==> src/rtl/hazard_pkg.sv <==
// Shared encodings for the decode-stage control-hazard sequencer.
// Source codes are ordered by priority, so a numeric compare ranks them.
package hazard_pkg;

  typedef enum logic [1:0] {
    ST_START = 2'b00,
    ST_IDLE  = 2'b01,
    ST_FLUSH = 2'b10
  } state_t;

  typedef enum logic [1:0] {
    SRC_NONE = 2'b00,
    SRC_JMP  = 2'b01,
    SRC_BR   = 2'b10,
    SRC_INT  = 2'b11
  } src_t;

  function automatic logic outranks(src_t a, src_t b);
    return 2'(a) > 2'(b);
  endfunction

endpackage

==> src/rtl/hdu_down_counter.sv <==
// Loadable down-counter used for start-up and flush lengths.
// Load wins over decrement.
module hdu_down_counter #(
  parameter int CNT_W   = 2,
  parameter int RST_VAL = 1
) (
  input  logic             clk,
  input  logic             rst,
  input  logic             load,
  input  logic [CNT_W-1:0] load_val,
  input  logic             dec,
  output logic [CNT_W-1:0] cnt,
  output logic             is_one
);

  logic [CNT_W-1:0] cnt_q;
  logic [CNT_W-1:0] cnt_d;

  always_comb begin
    cnt_d = cnt_q;
    if (load) begin
      cnt_d = load_val;
    end else if (dec) begin
      cnt_d = cnt_q - CNT_W'(1);
    end
  end

  always_ff @(posedge clk or posedge rst) begin
    if (rst) begin
      cnt_q <= CNT_W'(RST_VAL);
    end else begin
      cnt_q <= cnt_d;
    end
  end

  assign cnt    = cnt_q;
  assign is_one = (cnt_q == CNT_W'(1));

endmodule

==> src/rtl/control_hazard_sequencer.sv <==
// Decode-stage sequencer: start-up stall, per-class multi-cycle flushes with
// priority pre-emption, and zero-latency load-use bubbles.
module control_hazard_sequencer
  import hazard_pkg::*;
#(
  parameter int STARTUP_CYCLES = 2,
  parameter int JMP_FLUSH      = 1,
  parameter int BR_FLUSH       = 2,
  parameter int INT_FLUSH      = 3
) (
  input  logic       clk,
  input  logic       reset,
  input  logic       jump_req,
  input  logic       branch_taken,
  input  logic       int_req,
  input  logic       load_use,
  output logic       stall_pc,
  output logic       stall_if_id,
  output logic       flush_if_id,
  output logic       flush_id_ex,
  output logic       redirect,
  output logic [1:0] redirect_src,
  output logic       busy
);

  localparam int MAX_AB = (STARTUP_CYCLES > JMP_FLUSH) ? STARTUP_CYCLES : JMP_FLUSH;
  localparam int MAX_CD = (BR_FLUSH > INT_FLUSH) ? BR_FLUSH : INT_FLUSH;
  localparam int MAX_N  = (MAX_AB > MAX_CD) ? MAX_AB : MAX_CD;
  localparam int CNT_W  = $clog2(MAX_N + 1);

  state_t           state_q, state_d;
  src_t             src_q, src_d;
  src_t             evt_src;
  logic             preempt;
  logic             cnt_load, cnt_dec, cnt_is_one;
  logic [CNT_W-1:0] cnt_load_val, cnt_val;

  hdu_down_counter #(
    .CNT_W  (CNT_W),
    .RST_VAL(STARTUP_CYCLES)
  ) u_cnt (
    .clk     (clk),
    .rst     (reset),
    .load    (cnt_load),
    .load_val(cnt_load_val),
    .dec     (cnt_dec),
    .cnt     (cnt_val),
    .is_one  (cnt_is_one)
  );

  // Only the highest-priority request is seen; the rest are dropped, not queued.
  always_comb begin
    evt_src = SRC_NONE;
    if (int_req) begin
      evt_src = SRC_INT;
    end else if (branch_taken) begin
      evt_src = SRC_BR;
    end else if (jump_req) begin
      evt_src = SRC_JMP;
    end
    case (evt_src)
      SRC_INT: cnt_load_val = CNT_W'(INT_FLUSH);
      SRC_BR:  cnt_load_val = CNT_W'(BR_FLUSH);
      default: cnt_load_val = CNT_W'(JMP_FLUSH);
    endcase
    preempt = outranks(evt_src, src_q);
  end

  always_ff @(posedge clk or posedge reset) begin
    if (reset) begin
      state_q <= ST_START;
      src_q   <= SRC_NONE;
    end else begin
      state_q <= state_d;
      src_q   <= src_d;
    end
  end

  always_comb begin
    state_d  = state_q;
    src_d    = src_q;
    cnt_load = 1'b0;
    cnt_dec  = 1'b0;
    case (state_q)
      ST_START: begin
        cnt_dec = 1'b1;
        // A zero count can only come from a misconfigured STARTUP_CYCLES; leave anyway.
        if (cnt_is_one || (cnt_val == '0)) begin
          state_d = ST_IDLE;
        end
      end
      ST_IDLE: begin
        if (evt_src != SRC_NONE) begin
          state_d  = ST_FLUSH;
          src_d    = evt_src;
          cnt_load = 1'b1;
        end
      end
      ST_FLUSH: begin
        if (preempt) begin
          src_d    = evt_src;
          cnt_load = 1'b1;
        end else begin
          cnt_dec = 1'b1;
          if (cnt_is_one) begin
            state_d = ST_IDLE;
            src_d   = SRC_NONE;
          end
        end
      end
      default: begin
        state_d = ST_IDLE;
        src_d   = SRC_NONE;
      end
    endcase
  end

  always_comb begin
    stall_pc     = 1'b0;
    stall_if_id  = 1'b0;
    flush_if_id  = 1'b0;
    flush_id_ex  = 1'b0;
    redirect     = 1'b0;
    redirect_src = SRC_NONE;
    busy         = (state_q != ST_IDLE);
    case (state_q)
      ST_START: begin
        stall_pc    = 1'b1;
        flush_if_id = 1'b1;
        flush_id_ex = 1'b1;
      end
      ST_IDLE: begin
        if (evt_src != SRC_NONE) begin
          redirect     = 1'b1;
          redirect_src = evt_src;
        end else if (load_use) begin
          stall_pc    = 1'b1;
          stall_if_id = 1'b1;
          flush_id_ex = 1'b1;
        end
      end
      ST_FLUSH: begin
        flush_if_id  = 1'b1;
        flush_id_ex  = (src_q != SRC_JMP);
        redirect     = preempt;
        redirect_src = preempt ? evt_src : src_q;
      end
      default: begin
        busy = 1'b1;
      end
    endcase
  end

endmodule

==> config.mk <==
export PLATFORM = sky130hd
export DESIGN_NAME = control_hazard_sequencer
export DESIGN_NICKNAME = d
export VERILOG_FILES = /design/src/rtl/hazard_pkg.sv /design/src/rtl/hdu_down_counter.sv /design/src/rtl/control_hazard_sequencer.sv
export SDC_FILE = /design/constraint.sdc
export NUM_CORES = 1
export LEC_CHECK = 0
export CORE_AREA = 2 2 39 41
export CTS_CLUSTER_SIZE = 25
export DETAILED_ROUTE_END_ITERATION = 10
export DIE_AREA = 0 0 41 43
export GPL_TIMING_DRIVEN = 0
export PLACE_DENSITY_LB_ADDON = 0.08
export SLEW_MARGIN = 20
export SYNTH_ARGS = -nofsm -noshare
export SYNTH_HDL_FRONTEND = slang
export SYNTH_SLANG_ARGS = --single-unit
==> constraint.sdc <==
create_clock -name clk -period 2.69 [get_ports clk]
set_clock_uncertainty 0.1 [all_clocks]
set_input_delay 0.538 -clock clk [delete_from_list [all_inputs] [get_ports clk]]
set_output_delay 0.538 -clock clk [all_outputs]
set_load 0.02 [all_outputs]
After elaboration in Yosys (flattened, before gate mapping)
Index checks and enable logic that the tools add are counted. Widths: inputs -> output; s select.

Register bits after elaboration: 6. Bits of input ports: 6. Output and inout port bits: 8. Logic and storage cells: 58.

Add/subtract/negate cells: 1. Magnitude comparators: 1. Equality and inequality tests: 12. Multiplexer cells: 31. Bitwise logic cells: 1. Reduce and logical (&&, ||, !) cells: 9.

Operators with widths (number): $mux 2 (13); $pmux 2 s3 (2); $mux 1 (9); $ne 2x2->1 const B (4); $pmux 1 s2 (4); $pmux 2 s2 (2); $eq 2x2->1 const B (3); $eq 2x1->1 const B (2); $logic_not 2->1 (2); $ne 2x1->1 const B (2); $reduce_and 4->1 (1); $reduce_bool 2->1 (2); $ne 3x3->1 const B (1); $pmux 1 s3 (1); $reduce_and 3->1 (1); $reduce_or 3->1 (1); $gt 2x2->1 (1); $reduce_or 2->1 (1); $sub 2x1->2 const B (1); $logic_or 1x1->1 (1); $not 1->1 (1).

Longest topological paths before layout
Gate-level depths: netlist of run 1.

Word-level depth: 8. Depth in mapped cells: 7. Depth with buffers taken out: 7.

Modules after synthesis
A second synthesis of run 1 with hierarchy kept.

Cell total of the unflattened synthesis: 72. Area total of the unflattened synthesis: 633.1 µm².

Modules (own cells, without submodules): control_hazard_sequencer (instances 1, cells an instance 61, area each 525.5 µm², sequential area each 100.1 µm²); hdu_down_counter (instances 1, cells an instance 11, area each 107.6 µm², sequential area each 51.3 µm²).

Least setup slack after synthesis of run 1
No wires, ideal clock.

Path kind: input port to output port. Start point: in branch_taken. End point: out redirect_src[0]. Data arrival time: 2.108 ns. Required time: 2.052 ns. Slack: -0.056 ns. Cell stages on the path: 7. Path buffers: 0. Cells stage by stage: nor2_1 > inv_1 > ha_1 > and2b_2 > o21ai_2 > mux2_1 > o22ai_1.

Word-level cells in the longest chain between the ends: 5. Elaborated cells on any way between the ends: 7. Classes of those cells: order compare (1); mux (5); reduce/logical (1).

RTL lines: start, declared (RTL line control_hazard_sequencer.sv:14) `input logic branch_taken,`; $mux 2 (*) (RTL line control_hazard_sequencer.sv:56) `end else if (branch_taken) begin`; $mux 2 (*) (RTL line control_hazard_sequencer.sv:54) `if (int_req) begin`; $gt 2x2->1 / $reduce_bool 2->1 (equally long branches) (RTL line hazard_pkg.sv:19, control_hazard_sequencer.sv:133); $mux 2, on equally long branches (RTL line control_hazard_sequencer.sv:146, control_hazard_sequencer.sv:133); $pmux 2 s2 (*) (RTL line control_hazard_sequencer.sv:126) `case (state_q)`; end, declared (RTL line control_hazard_sequencer.sv:22) `output logic [1:0] redirect_src,`.

Mark *: on every way between the ends. The rest lies on a longest branch, timed or not.

Worst setup path after layout of run 1
Start point: in int_req. End point: out redirect_src[0].

Word-level cells in the longest chain between the ends: 4. Elaborated cells on any way between the ends: 6. Classes of those cells: order compare (1); mux (4); reduce/logical (1).

RTL lines: start, declared (RTL line control_hazard_sequencer.sv:15) `input logic int_req,`; $mux 2 (*) (RTL line control_hazard_sequencer.sv:54); $gt 2x2->1 / $reduce_bool 2->1 (equally long branches) (RTL line hazard_pkg.sv:19, control_hazard_sequencer.sv:133); $mux 2, on equally long branches (RTL line control_hazard_sequencer.sv:146, control_hazard_sequencer.sv:133); $pmux 2 s2 (*) (RTL line control_hazard_sequencer.sv:126).

Marks and branches as above.

==> results of run 1 <==
==> per-layer routing <==
metal	up-vias	global-route usage, %
met5	-	0
met4	0	10.7
met3	2	3.66
met2	11	29.4
met1	263	25.0
li1	281	-
==> state kept, by name (all words and copies together), names as in the netlist <==
name	cells
state_q	2
u_cnt.cnt	2
src_q	2
==> worst paths after layout <==
check	from	endpoint	cells after the start
setup / recovery	int_req	redirect_src[0]	9
hold / removal	reset	src_q[0]	2
setup reg to reg	src_q[1]	u_cnt.cnt[1]	8
hold reg to reg	src_q[0]	src_q[0]	1
max in group asynchronous	reset	u_cnt.cnt[1]	2
min in group clk	src_q[0]	src_q[0]	1
==> what timing repair did <==
action	CTS	global route
buffers inserted	6	0
pin swaps	4	1
resized for setup	41	6
setup endpoints to repair	6	3
==> cell usage in the layout (no fill, tap or decap), types with 2 or more instances in the layout <==
cell	instances
inv_1	11
buf_4	8
ha_1	7
nand2_1	5
dfrtp_1	5
mux2_1	4
clkbuf_4	4
clkdlybuf4s50_1	4
inv_2	3
nor2_1	3
a21oi_1	3
mux2i_1	2
ha_2	2
dlygate4sd2_1	2
==> layout make-up <==
type | instances | area (µm²) | area share (%)
Timing Repair Buffer | 19 | 159 | 17.8
Sequential cell | 6 | 151 | 16.9
Multi-Input combinational cell | 48 | 484 | 54.2
Inverter | 14 | 52.6 | 5.88
Clock buffer | 4 | 26.3 | 2.94
Tap cell | 16 | 20.0 | 2.24
==> logic make-up after synthesis <==
family          after synthesis
mux                           7
flops                         6
buf+inv                      14
xor+xnor                      1
compound gates               15
simple gates                 15
fa+ha+maj                    10
==> power by group <==
group / total, mW / switching, mW / internal (mW) / leakage [nW]
Sequential: 0.174 / 0.0336 / 0.141 / 0.0716
Combinational: 0.818 / 0.431 / 0.388 / 0.351
Clock: 0.0865 / 0.0305 / 0.0560 / 0.0150
==> per-stage QoR <==
| stage | utilization, % | setup TNS [ns] | setup WS (ns) |
|---|---|---|---|
| 2_1_floorplan | - | 0 | 0.0599 |
| 3_3_place_gp | 55.0 | -3.74 | -1.11 |
| 3_5_place_dp | 55.0 | -3.95 | -1.14 |
| 4_1_cts | 64.3 | 0 | 0.0179 |
| 5_1_grt | 64.6 | -0.0319 | -0.0319 |
| 6_report | 64.6 | 0 | 0.0396 |
==> results.md, run 1 <==
- H-tree Lvls: 1
- Routability congestion estimate: 0.699
- Worst Setup End Kind: primary output
- Crit start category: input pin
- Peak supply drop: between 0.6 and 0.7 mV
- Antenna Violating Nets Remaining: 0
- Fillers: 117
- Sequential share of the synthesized area: between 20% and 30%
- Post-synth EDFFs: 0
- First-pass GRT wire length: 2.32 mm
- Synth area leaders: dfrtp_1, ha_1, mux2_1
- Placement row count: 14
- Tcrit/Tclk final: 98.5%
- Final hold vios: 0
- Design Area, Final: just under 900 µm²
- Setup CP Type: in -> out
- Hold WC Path Type: in -> async
- Clock Path Buffers: 2
- Final Max Slew Viols: 0
- DP Area: around 760 µm²
- Final hold slack: ~0.4 ns
- Post-synthesis mux area share: 12.6%
- Clock sink total: 6
- Status: finished clean
- DRT iter0 DRCs: 25
- Crit path DAT: 2.01 ns
- Inserted Diodes: 0
- Routed wl met2: 724 µm
- Synth cell count leaders: inv_1, ha_1, dfrtp_1, mux2_1, nand2_1
- WL met1: 593 µm
- Vias in the first global route: between 500 and 600
- # setup viols final: 0
- Synth top area share: approximately a fifth
- Die area: 0.00176 mm²
- Simple-Gate Fraction of Synth Area: a little over an eighth
- Mapped Avg Cell Area: 8.89 µm²
- Dominant synthesized flop cell: dfrtp_1
- Final Critical Period: approximately 2.7 ns
- Fmax: about 380 MHz
- CP Buf/Inv Count: 3
- Final Non-Filler Cells: 107
- Placed cell count: 97
- Count leader, synth: inv_1
- Layout cells sized above 1: 36.3%
- Detailed placement HPWL: roughly 980 µm
- DR vias/cell: around 5.2
- Max-cap violations: 0
- All-layer global routing usage: 19.5%
- Hold Buf Count CTS: 0
- Biggest area consumer among synthesized cells: dfrtp_1
- R2R Setup Slk: 0.46 ns
- Post-synthesis register bit count: 6
- Largest net degree at the start of global routing: 9
- DR WL/cell: about 13 µm
- CTS tree: yes
- Number of CTS-inserted buffers: 3
- Compound-Gate Fraction of Synth Area: 18.2%
- Pwr/cell area: around 1200 mW/mm²
- Clk root buf: clkbuf_4
- Antenna violations before repair: 0
- Required @ worst endpoint: 2.05 ns
- Final wirelength: 1.35 mm
- Nets: approximately 110
- Die X: 41 µm
- First-pass DRT Iterations: 4
- Worst path cell trace: buf_4 > nor2_4 > inv_2 > ha_4 > and2b_2 > o21ai_4 > mux2_4 > o22ai_2 > buf_6
- Pwr Total: ~1.1 mW
- Slew HR: 74.5%
- Clk slew on worst S/H paths: 0.05 ns
- Die H: 43 µm
- Top layer in use: met4
- Ys async rst share: 100%
- Syn-to-layout area delta: 47.8%
- Largest stage delay, worst path: between 0.3 and 0.4 ns
- Synth Warn #: 0
- Grt ovf: 0
- Adder-cell share of the synthesized area: 20.7%
- DR vias: 557
- Syn Nets: between 80 and 90
- Initial Utilization: 43.7%
- Synth cell types: 27
- Delay-heaviest family, CP: buffers and inverters
- Leak: 0.438 nW
- Worst Path Max Fanout: 5
- Worst skew pair latency: 0.24 ns
- Largest family of logic cells by synthesized area: adder cells
- I/O Pins: 14
- Slowest CP cell: mux2_4
- IO Port Bufs: 13
- Residual DRC: 0
- Worst Tran Pin Value: 0.381 ns
- RSZ-0062 raised after global routing: yes
- Synth Instances: roughly 70
- Core Area: 0.00138 mm²
- Xor/xnor cell area share of the yosys netlist: about 1.4%
- Metal3 WL: about 28 µm
- Mapped Area: 604 µm²
Note: power is estimated with default switching activity, not from simulation.
==> inputs of run 2 (changes only) <==
- MAX_ROUTING_LAYER: unset -> met4
==> results of run 2 <==
No change in the layout: final DEF, timing and power equal those of run 1.
Among the figures that moved: final weighted congestion in routability-driven placement 0.699 -> 0.706; overall routing resource usage 19.5% -> 20.0%
==> edit 1: new RTL, flow settings as in run 1 <==
Make the reset (`reset` and `rst`) synchronous in 2 clocked blocks.
--- a/src/rtl/hdu_down_counter.sv
+++ b/src/rtl/hdu_down_counter.sv
@@ -26,5 +26,5 @@
   end
 
-  always_ff @(posedge clk or posedge rst) begin
+  always_ff @(posedge clk) begin
     if (rst) begin
       cnt_q <= CNT_W'(RST_VAL);
--- a/src/rtl/control_hazard_sequencer.sv
+++ b/src/rtl/control_hazard_sequencer.sv
@@ -67,5 +67,5 @@
   end
 
-  always_ff @(posedge clk or posedge reset) begin
+  always_ff @(posedge clk) begin
     if (reset) begin
       state_q <= ST_START;
Check against the original RTL: differs if reset is asserted again (counterexample within 4 cycles, from zero or initial values and one cycle with reset high); with reset held inactive, the same outputs for 10 cycles.
==> edit 1 against run 1 <==
  * Routed wire length grew 6.2%
  * Sequential cell count is the same
  * Worst setup slack gained 3.4 ps
  * Total power shrank 14%
  * Final area shrank 3.4%
  * Sequential share of layout area shrank 3.0 points
  * Die area is the same
  * Synthesized area shrank 0.62%
  * Critical path type unchanged
  * Largest power group unchanged
==> edit 1: results <==
set metrics [dict create \
    status "complete, no violations" \
    drive_above_1_share_pct 27.1 \
    synth_commonest_cells "12 x inv_1, 10 x ha_1, 6 x dfxtp_1, 6 x nand2_1, 5 x a21oi_1" \
    grt_use_total_pct 20.1 \
    irDropWorstVdd_mv 0.515 \
    wire_per_inst_um 12.8 \
    netlist-cell-type-count 30 \
    routed_wl_mm 1.43 \
    async_flop_share_pct 0 \
    grt_max_degree 8 \
    synthTopCellsByArea "ha_1 21%, dfxtp_1 20%, inv_1 7.5%, mux2i_1 5.0%, a21oi_1 4.2%" \
    hp-class "flip-flop to flip-flop" \
    route.detailed.drc 0 \
    syn_area_per_cell_um2 8.23 \
    rr_worst_depth 7 \
    synth_flop_cell "dfxtp_1" \
    place_hpwl_mm 1.08 \
    viasPerCell 5.33 \
    dp_slack_ps -973 \
    first_pass_iters 1 \
    cellLeakagePower_nw 0.416 \
    p_per_area_nw_per_um2 1080 \
    nFillCells 132 \
    drtIter0Drc 0 \
    tightest_slew_ps 306 \
    nets 114 \
    synthesis.nets 89 \
    seq_power_share_pct 15.5 \
    seq_area_frac_synth_pct 20.0 \
    p_int_uw 507 \
    grt_pass1_vias 581 \
    combinationalPower_uw 708 \
    critPathSlowestCell "or2_4" \
    place_area_um2 751 \
    grt_pass1_wl_mm 2.44 \
    cp_max_fo 4 \
]
-- edit 1: cell count changes in the layout (fill, tap and decap cells not counted), moves of 3 or more --
cell,before,now
dfrtp_1,5,0
dfxtp_1,0,6
mux2_1,4,0
clkdlybuf4s50_1,4,7
-- edit 1: path summary, 6_finish.rpt --
kind / from / endpoint / slack, ps
hold reg to reg: src_q[1]$_SDFFE_PP0P_ / src_q[1]$_SDFFE_PP0P_ / 370
setup reg to reg: src_q[1]$_SDFFE_PP0P_ / state_q[1]$_SDFFE_PP0P_ / 730
setup / recovery: int_req / redirect_src[0] / 40
hold / removal: src_q[1]$_SDFFE_PP0P_ / src_q[1]$_SDFFE_PP0P_ / 370
-- edit 1: layout make-up --
class                           instances  area [um2]  area share (%)
Multi-Input combinational cell         54         485            56.2
Tap cell                               16        20.0            2.32
Timing Repair Buffer                   20         166            19.3
Inverter                               13        48.8            5.65
Sequential cell                         6         120            13.9
Clock buffer                            3        22.5            2.61
-- edit 1: per-layer routing --
layer  global-route usage (%)  wire, um  up-vias
li1                         -         -      308
met1                     25.6       654      278
met2                     32.2       723        9
met3                     3.14        43        2
met4                     8.00        11        0
met5                        0         0        -
-- edit 1: repair_timing --
action / CTS / global route
resized for setup: 29 / 1
pin swaps: 7 / 1
cloned: 0 / 0
buffers inserted: 6 / 1
setup endpoints to repair: 6 / 3
-- edit 1: worst max-delay path: cells and delay by family --
family,cells,cell delay (ps)
buffers and inverters,2,260
AOI/OAI and AO/OA,3,530
and+or+nand+nor,2,420
adders and majority gates,1,260
-- edit 1: cells by family after synthesis --
family / share of synthesized area (%)
compound gates: 27.1
simple gates: 17.5
buf+inv: 8.12
fa+ha+maj: 20.8
flops: 20.0
mux: 5.00
xor+xnor: 1.46
==> edit 2: new RTL, flow settings as in run 1 <==
Made on the original files. The parameter `STARTUP_CYCLES` goes from 2 to 4.
--- a/src/rtl/control_hazard_sequencer.sv
+++ b/src/rtl/control_hazard_sequencer.sv
@@ -4,5 +4,5 @@
   import hazard_pkg::*;
 #(
-  parameter int STARTUP_CYCLES = 2,
+  parameter int STARTUP_CYCLES = 4,
   parameter int JMP_FLUSH      = 1,
   parameter int BR_FLUSH       = 2,
Behaviour: not the same (Yosys sat finds a counterexample within 4 cycles, from zero or initial values and one cycle with reset high).
==> edit 2 against run 1 <==
  * Worst setup slack better by 7.7 ps
  * Total power increased by 6.0%
  * Synthesized area increased by 20%
  * Final area up 7.7%
  * Routed wire length increased by 13%
  * Critical endpoint unchanged
  * Synthesized cell count rose by 19%
  * Sequential cell count grew 1
==> edit 2: results <==
set metrics [dict create \
    viasPerCell 5.36 \
    place_area_um2 873 \
    place_congestion 0.705 \
    clock_area_share_pct 2.73 \
    netlist-cell-type-count 33 \
    multi_input_area_share_pct 55.3 \
    syn_to_final_growth_pct 33.0 \
    wire_per_inst_um 12.9 \
    status "complete, no violations" \
    cellLeakagePower_nw 0.459 \
    drt-met1-wl_um 671 \
    synth-seq-cells 7 \
    critical_path.max_stage_delay_ps 300 \
    detailroute.wirelength.met3_um 21 \
    use_met1_pct 27.7 \
    post_cts_buffers 4 \
    final_cells 118 \
    nNonClkInverters 16 \
    syn_area_per_cell_um2 8.93 \
    seq_area_frac_synth_pct 24.4 \
    drive_above_1_share_pct 28.4 \
    placed_cells 110 \
    met2_usage_pct 33.1 \
    grt_pass1_vias 600 \
    buffers 18 \
    critPathSlowestCell "mux2_1" \
    synth_commonest_cells "16 x inv_1, 11 x ha_1, 6 x a21oi_1, 6 x dfrtp_1, 4 x nor2_1" \
]
## edit 2: cell count changes after synthesis, sizes merged, moves of 2 or more
cell    before  now
inv         14   16
nand2b       1    4
a211oi       0    3
a21oi        4    7
nand2        5    3
## edit 2: logic make-up (layout without fill, tap and decap cells)
kind of cell             count (synthesis)  after routing  synth area share, %
XOR/XNOR                                 1              1                 1.21
AND/OR/NAND/NOR                         18             18                 15.7
flip-flops                               7              7                 24.4
AO/OA/AOI/OAI                           22             22                 22.1
multiplexers                             5              5                 7.61
adder cells (fa/ha/maj)                 11             11                 19.0
buffers and inverters                   17             38                 9.86
## edit 2: report_power, final
group	switching, mW	internal (mW)	total (mW)
Clock	0.0318	0.0562	0.0880
Sequential	0.0350	0.158	0.193
Combinational	0.474	0.389	0.863
Total	0.541	0.603	1.14
## edit 2: worst paths after layout
kind,from,endpoint,slack (ps),cells past startpoint
setup / recovery,jump_req,redirect_src[0],50,8
hold / removal,reset,u_cnt.cnt[1]$_DFFE_PP0P_,420,2
setup reg to reg,src_q[1]$_DFFE_PP0P_,src_q[0]$_DFFE_PP0P_,630,7
max in group asynchronous,reset,u_cnt.cnt[2]$_DFFE_PP1P_,1810,2
min in group clk,u_cnt.cnt[2]$_DFFE_PP1P_,u_cnt.cnt[2]$_DFFE_PP1P_,430,2
hold reg to reg,u_cnt.cnt[2]$_DFFE_PP1P_,u_cnt.cnt[2]$_DFFE_PP1P_,430,2
## edit 2: per-stage QoR
| stage | worst slack [ps] | power [mW] |
|---|---|---|
| after floorplan | 41.3 | 0.765 |
| after global placement | -1020 | 1.00 |
| after detailed placement | -1020 | 1.02 |
| after CTS | 12.0 | 1.14 |
| after global routing | -16.4 | 1.25 |
| final | 47.3 | 1.14 |
